<file path="src/rtl/vec_seq_ctrl_pkg.sv">
// vec_pkg: shared encodings and state enum for the vector sequencing controller.
package vec_pkg;
    localparam logic [1:0] VOP_LOAD  = 2'b00;
    localparam logic [1:0] VOP_STORE = 2'b01;
    localparam logic [1:0] VOP_ADD   = 2'b10;
    localparam logic [2:0] MEMIN_LANE0 = 3'b000;
    localparam logic [2:0] MEMIN_LANE1 = 3'b001;
    localparam logic [2:0] MEMIN_LANE2 = 3'b010;
    localparam logic [2:0] MEMIN_LANE3 = 3'b011;
    localparam logic [2:0] MEMIN_R1    = 3'b100;
    typedef enum logic [3:0] {
        S_IDLE, S_BASE, S_RD, S_CAPT, S_WR, S_XLD, S_ADD, S_WB, S_DONE
    } state_t;
endpackage

</file>
<file path="src/rtl/vec_seq_ctrl_if.sv">
// vec_seq_ctrl_if: start/done handshake from the main FSM plus datapath control strobes.
interface vec_seq_ctrl_if;
    logic       start;
    logic [1:0] op;
    logic       busy;
    logic       done;
    logic       R2Sel;
    logic       R2Ld;
    logic       AddrSel;
    logic       MemRead;
    logic       MemWrite;
    logic [2:0] MemIn;
    logic       X1Load;
    logic       X2Load;
    logic       VoutSel;
    logic       T0Ld;
    logic       T1Ld;
    logic       T2Ld;
    logic       T3Ld;
    logic       VRFWrite;
    modport master (
        output start, op,
        input  busy, done, R2Sel, R2Ld, AddrSel, MemRead, MemWrite, MemIn,
               X1Load, X2Load, VoutSel, T0Ld, T1Ld, T2Ld, T3Ld, VRFWrite
    );
    modport slave (
        input  start, op,
        output busy, done, R2Sel, R2Ld, AddrSel, MemRead, MemWrite, MemIn,
               X1Load, X2Load, VoutSel, T0Ld, T1Ld, T2Ld, T3Ld, VRFWrite
    );
endinterface

</file>
<file path="src/rtl/vec_seq_ctrl.sv">
// vec_seq_ctrl: Moore FSM sequencing VLOAD/VSTORE/VADD over the vector datapath.
module vec_seq_ctrl
    import vec_pkg::*;
#(
    parameter int MEM_RD_LAT = 1
) (
    input  logic         clock,
    input  logic         reset,
    vec_seq_ctrl_if.slave bus
);
    state_t     r_state, w_next;
    logic [1:0] r_idx, w_idx;
    logic [1:0] r_wcnt, w_wcnt;
    logic       w_rd, w_capt, w_wr, w_last;

    always_ff @(posedge clock) begin
        if (reset) begin
            r_state <= S_IDLE;
            r_idx   <= 2'd0;
            r_wcnt  <= 2'd0;
        end else begin
            r_state <= w_next;
            r_idx   <= w_idx;
            r_wcnt  <= w_wcnt;
        end
    end

    always_comb begin
        w_next = r_state;
        w_idx  = r_idx;
        w_wcnt = r_wcnt;
        case (r_state)
            S_IDLE: if (bus.start) begin
                w_idx  = 2'd0;
                w_wcnt = 2'd0;
                w_next = (bus.op == VOP_LOAD || bus.op == VOP_STORE) ? S_BASE :
                         (bus.op == VOP_ADD) ? S_XLD : S_DONE;
            end
            S_BASE: w_next = (bus.op == VOP_STORE) ? S_WR : S_RD;
            S_RD: begin
                w_next = (r_wcnt == 2'(MEM_RD_LAT - 1)) ? S_CAPT : S_RD;
                w_wcnt = (r_wcnt == 2'(MEM_RD_LAT - 1)) ? 2'd0 : r_wcnt + 2'd1;
            end
            S_CAPT: begin
                w_next = w_last ? S_WB : S_RD;
                w_idx  = w_last ? r_idx : r_idx + 2'd1;
            end
            S_WR: begin
                w_next = w_last ? S_IDLE : S_WR;
                w_idx  = w_last ? r_idx : r_idx + 2'd1;
            end
            S_XLD:   w_next = S_ADD;
            S_ADD:   w_next = S_WB;
            S_WB:    w_next = S_IDLE;
            S_DONE:  w_next = S_IDLE;
            default: w_next = S_IDLE;
        endcase
    end

    assign w_rd   = (r_state == S_RD);
    assign w_capt = (r_state == S_CAPT);
    assign w_wr   = (r_state == S_WR);
    assign w_last = (r_idx == 2'd3);

    // Lane 0 is the MSB byte, so T0 captures first on loads.
    assign bus.busy     = (r_state != S_IDLE);
    assign bus.done     = (r_state == S_WB) || (r_state == S_DONE) || (w_wr && w_last);
    assign bus.R2Sel    = w_capt || w_wr;
    assign bus.R2Ld     = (r_state == S_BASE) || w_capt || w_wr;
    assign bus.AddrSel  = !(w_rd || w_capt || w_wr);
    assign bus.MemRead  = w_rd;
    assign bus.MemWrite = w_wr;
    assign bus.MemIn    = w_wr ? {1'b0, r_idx} : MEMIN_R1;
    assign bus.X1Load   = (r_state == S_XLD) || (r_state == S_BASE && bus.op == VOP_STORE);
    assign bus.X2Load   = (r_state == S_XLD);
    assign bus.VoutSel  = w_capt;
    assign bus.T0Ld     = (r_state == S_ADD) || (w_capt && r_idx == 2'd0);
    assign bus.T1Ld     = (r_state == S_ADD) || (w_capt && r_idx == 2'd1);
    assign bus.T2Ld     = (r_state == S_ADD) || (w_capt && r_idx == 2'd2);
    assign bus.T3Ld     = (r_state == S_ADD) || (w_capt && r_idx == 2'd3);
    assign bus.VRFWrite = (r_state == S_WB);
endmodule

</file>
<file path="src/flat_wrapper.sv">
// flat-port wrapper written by rule: the top's interface ports become plain ports
module vec_seq_ctrl_flat import vec_pkg::*;
#(
    parameter int MEM_RD_LAT = 1
)
  (clock, reset, bus_start, bus_op, bus_busy, bus_done, bus_R2Sel, bus_R2Ld, bus_AddrSel, bus_MemRead, bus_MemWrite, bus_MemIn, bus_X1Load, bus_X2Load, bus_VoutSel, bus_T0Ld, bus_T1Ld, bus_T2Ld, bus_T3Ld, bus_VRFWrite);
  vec_seq_ctrl_if bus_i ();
  input  logic clock;
  input  logic reset;
  input wire logic [$bits(bus_i.start)-1:0] bus_start;
  input wire logic [$bits(bus_i.op)-1:0] bus_op;
  output wire logic [$bits(bus_i.busy)-1:0] bus_busy;
  output wire logic [$bits(bus_i.done)-1:0] bus_done;
  output wire logic [$bits(bus_i.R2Sel)-1:0] bus_R2Sel;
  output wire logic [$bits(bus_i.R2Ld)-1:0] bus_R2Ld;
  output wire logic [$bits(bus_i.AddrSel)-1:0] bus_AddrSel;
  output wire logic [$bits(bus_i.MemRead)-1:0] bus_MemRead;
  output wire logic [$bits(bus_i.MemWrite)-1:0] bus_MemWrite;
  output wire logic [$bits(bus_i.MemIn)-1:0] bus_MemIn;
  output wire logic [$bits(bus_i.X1Load)-1:0] bus_X1Load;
  output wire logic [$bits(bus_i.X2Load)-1:0] bus_X2Load;
  output wire logic [$bits(bus_i.VoutSel)-1:0] bus_VoutSel;
  output wire logic [$bits(bus_i.T0Ld)-1:0] bus_T0Ld;
  output wire logic [$bits(bus_i.T1Ld)-1:0] bus_T1Ld;
  output wire logic [$bits(bus_i.T2Ld)-1:0] bus_T2Ld;
  output wire logic [$bits(bus_i.T3Ld)-1:0] bus_T3Ld;
  output wire logic [$bits(bus_i.VRFWrite)-1:0] bus_VRFWrite;
  assign bus_i.start = bus_start;
  assign bus_i.op = bus_op;
  assign bus_busy = bus_i.busy;
  assign bus_done = bus_i.done;
  assign bus_R2Sel = bus_i.R2Sel;
  assign bus_R2Ld = bus_i.R2Ld;
  assign bus_AddrSel = bus_i.AddrSel;
  assign bus_MemRead = bus_i.MemRead;
  assign bus_MemWrite = bus_i.MemWrite;
  assign bus_MemIn = bus_i.MemIn;
  assign bus_X1Load = bus_i.X1Load;
  assign bus_X2Load = bus_i.X2Load;
  assign bus_VoutSel = bus_i.VoutSel;
  assign bus_T0Ld = bus_i.T0Ld;
  assign bus_T1Ld = bus_i.T1Ld;
  assign bus_T2Ld = bus_i.T2Ld;
  assign bus_T3Ld = bus_i.T3Ld;
  assign bus_VRFWrite = bus_i.VRFWrite;
  vec_seq_ctrl #(.MEM_RD_LAT(MEM_RD_LAT)) u_core (.clock(clock), .reset(reset), .bus(bus_i));
endmodule
</file>
<file path="config.mk">
export PLATFORM = sky130hd
export DESIGN_NAME = vec_seq_ctrl_flat
export DESIGN_NICKNAME = d
export VERILOG_FILES = /design/src/rtl/vec_seq_ctrl_pkg.sv /design/src/rtl/vec_seq_ctrl_if.sv /design/src/rtl/vec_seq_ctrl.sv /design/src/flat_wrapper.sv
export SDC_FILE = /design/constraint.sdc
export NUM_CORES = 1
export LEC_CHECK = 0
export ABC_AREA = 1
export CORE_MARGIN = 5
export CORE_UTILIZATION = 46
export CTS_CLUSTER_SIZE = 10
export DETAILED_ROUTE_END_ITERATION = 12
export GPL_TIMING_DRIVEN = 1
export PLACE_DENSITY = 0.82
export SYNTH_ARGS = -nofsm -noshare
export SYNTH_HDL_FRONTEND = slang
export SYNTH_SLANG_ARGS = --single-unit
</file>
<file path="constraint.sdc">
create_clock -name clock -period 2.8 [get_ports clock]
set_input_delay 0.84 -clock clock [delete_from_list [all_inputs] [get_ports clock]]
set_output_delay 0.84 -clock clock [all_outputs]
set_load 0.05 [all_outputs]
</file>
==> impl_metrics.py <==
metrics = {
    "global_routing": {
        "grt_max_degree": 9,
        "antenna_found_initial": 0,
        "grt_pass1_wl_mm": 2.504,
        "overflow": 0,
        "grt_pass1_vias": 625,
        "track_usage_pct": 15.99,
    },
    "power": {
        "total_power_w": 0.0007146,
        "ir_drop_mv": 0.4160,
        "leakagePower_nw": 0.5142,
        "powerDensity_nw_per_um2": 807.9,
    },
    "yosys": {
        "netlist_top_cells_area": "dfxtp_1 (25%), nand2_1 (17%), ha_1 (12%), inv_1 (10%), nor2_1 (9.5%)",
        "syn_area_um2": 630.6,
        "avgSynthCellArea_um2": 5.949,
        "synth_seq_area_share_pct": 25.40,
        "yosysUniqueCellTypes": 15,
        "synthCells": 106,
        "yosys.area.top_type": "dfxtp_1",
        "synth_top_area_share_pct": 25.40,
        "synth_fp_nets": 117,
        "yosys_warnings": 0,
        "ys_seq_elements": 8,
    },
    "cells_and_area": {
        "mostFrequentLayoutCells": "nand2_1 (29), inv_1 (17), nor2_1 (16)",
        "fillerInstances": 124,
        "layout_commonest_cell": "nand2_1",
        "fin_nets": 144,
        "instances_no_fill": 146,
        "n_antenna_cell": 0,
        "area_delta_synth_final_pct": 40.28,
        "drive_above_1_share_pct": 16.79,
    },
    "sta": {
        "period_share_pct": 94.01,
        "rsz0062_at_grt": "no",
        "hold_ws_ns": 0.4849,
        "finalSetupViolCount": 0,
        "clock.fmax_ghz": 0.3799,
        "slew_viol_final": 0,
        "fin_skew_ns": 0.0001728,
        "finalSetupTns_ns": 0,
        "hold_viol_final": 0,
        "relSlewSlack_pct": 66.62,
        "fin_ws_ns": 0.1677,
        "tightest_slew_ns": 0.5000,
        "finalCriticalPeriod_ns": 2.632,
    },
    "detailed_routing": {
        "avgViaCountPerCell": 4.808,
        "num_vias": 702,
        "drtIter0Drc": 10,
        "wire_per_inst_um": 10.21,
        "finalWirelength_mm": 1.490,
        "ant_nets": 0,
        "drc": 0,
        "firstDrtPassIters": 4,
    },
    "floorplan": {
        "die_area_um2": 2211,
        "row_count": 13,
        "core_area_um2": 1301,
        "die_h_um": 47.03,
        "die_x_um": 47.03,
        "start_util_pct": 48.46,
        "ios": 23,
    },
    "worst_setup_path": {
        "critical_path.max_fanout": 6,
        "cp-end-kind": "primary output",
        "critPathArrivalTime_ns": 1.79,
        "worstPathRequired_ns": 1.96,
        "worstSetupStartpointType": "flop",
        "timing_worst_setup_path_type": "flop to primary output",
    },
    "clock_network": {
        "cts_tree": "built",
        "path_clk_slew_ns": 0.05,
        "clock_latency_ns": 0.24,
        "cts_hold_buf": 0,
        "htreeDepth": 1,
        "cts-root-buf": "clkbuf_4",
        "clock-sinks": 8,
        "post_cts_resized": 0,
        "clk_path_buf_depth": 2,
        "cts_inserted_buffers": 3,
        "post-cts-setup-buffers": 0,
    },
    "placement": {
        "gp_congestion": 0.8475,
        "pre_cts_slack_ns": 0.2013,
        "dp_hpwl_mm": 1.273,
        "dp_cells": 143,
        "port_buffers": 22,
    },
    "outcome": {
        "status": "finished clean",
    },
    "run": {
        "drv_cap": 0,
    },
    "hold_path": {
        "hp-class": "flop to flop",
    },
}
==> worst paths after layout <==
kind / start / end / slack, ns / cells past startpoint
worst max register to register: u_core.r_state[1] / u_core.r_idx[0] / 1.50 / 6
worst min register to register: u_core.r_wcnt[0] / u_core.r_wcnt[0] / 0.48 / 2
worst max-delay path: u_core.r_state[1] / bus_VRFWrite / 0.17 / 3
worst min-delay path: u_core.r_wcnt[0] / u_core.r_wcnt[0] / 0.48 / 2
==> worst max-delay path, stage by stage, from the launching register on <==
cell and delay [ns]:
dfxtp_1 0.41, nand2_1 0.14, nor2_1 0.17, clkdlybuf4s50_1 0.82
==> cells by family after synthesis <==
logic type,after synthesis,synth area share (%)
AND/OR/NAND/NOR,62,41.86
flip-flops,8,25.40
buffers and inverters,18,10.71
adder cells (fa/ha/maj),6,11.90
AO/OA/AOI/OAI,12,10.12
==> stage by stage <==
| step | utilization [%] | area [µm²] |
|---|---|---|
| after floorplan | - | 630.6 |
| after global placement | 65.67 | 854.6 |
| after detailed placement | 65.67 | 854.6 |
| after CTS | 67.40 | 877.1 |
| after global routing | 67.98 | 884.6 |
| final | 67.98 | 884.6 |
==> synthesized netlist by cell type <==
library cell and n:
nand2_1 29, inv_1 17, nor2_1 16, a21oi_1 9
dfxtp_1 8, nand3_1 7, ha_1 6, nand2_2 4
nor2_2 3, nor3_1 2, a31oi_1 1, inv_2 1
nand4_1 1, o211ai_1 1, o21ai_0 1
==> state kept, by name, indices dropped and copies added (netlist names) <==
| register | cells |
|---|---|
| u_core.r_idx | 2 |
| u_core.r_state | 4 |
| u_core.r_wcnt | 2 |
==> layout make-up <==
cell class                 count  area [µm²]  area share, %
inverter                      18       67.56          7.638
timing repair buffer          22       212.7          24.05
sequential                     8       160.2          18.10
multi-input combinational     80       402.9          45.54
tap                           15       18.77          2.122
clock buffer                   3       22.52          2.546
==> where the power goes <==
part	internal (W)	leakage, nW	switching [W]	total (W)
registers	0.000137	0.0653	0.0000240	0.000161
clock network	0.0000487	0.0138	0.0000348	0.0000835
logic	0.000143	0.435	0.000328	0.000470
total	0.000328	0.514	0.000386	0.000715
==> routing by layer <==
metal  global-route usage (%)  vias to the layer above  routed length (µm)
met5                        0                        -                   0
met4                    9.945                        0                  14
met3                    1.916                        2                 106
met2                    27.91                       14                 736
met1                    18.31                      300                 633
li1                         -                      386                   -
No activity file was read; power rests on OpenSTA's default activity.
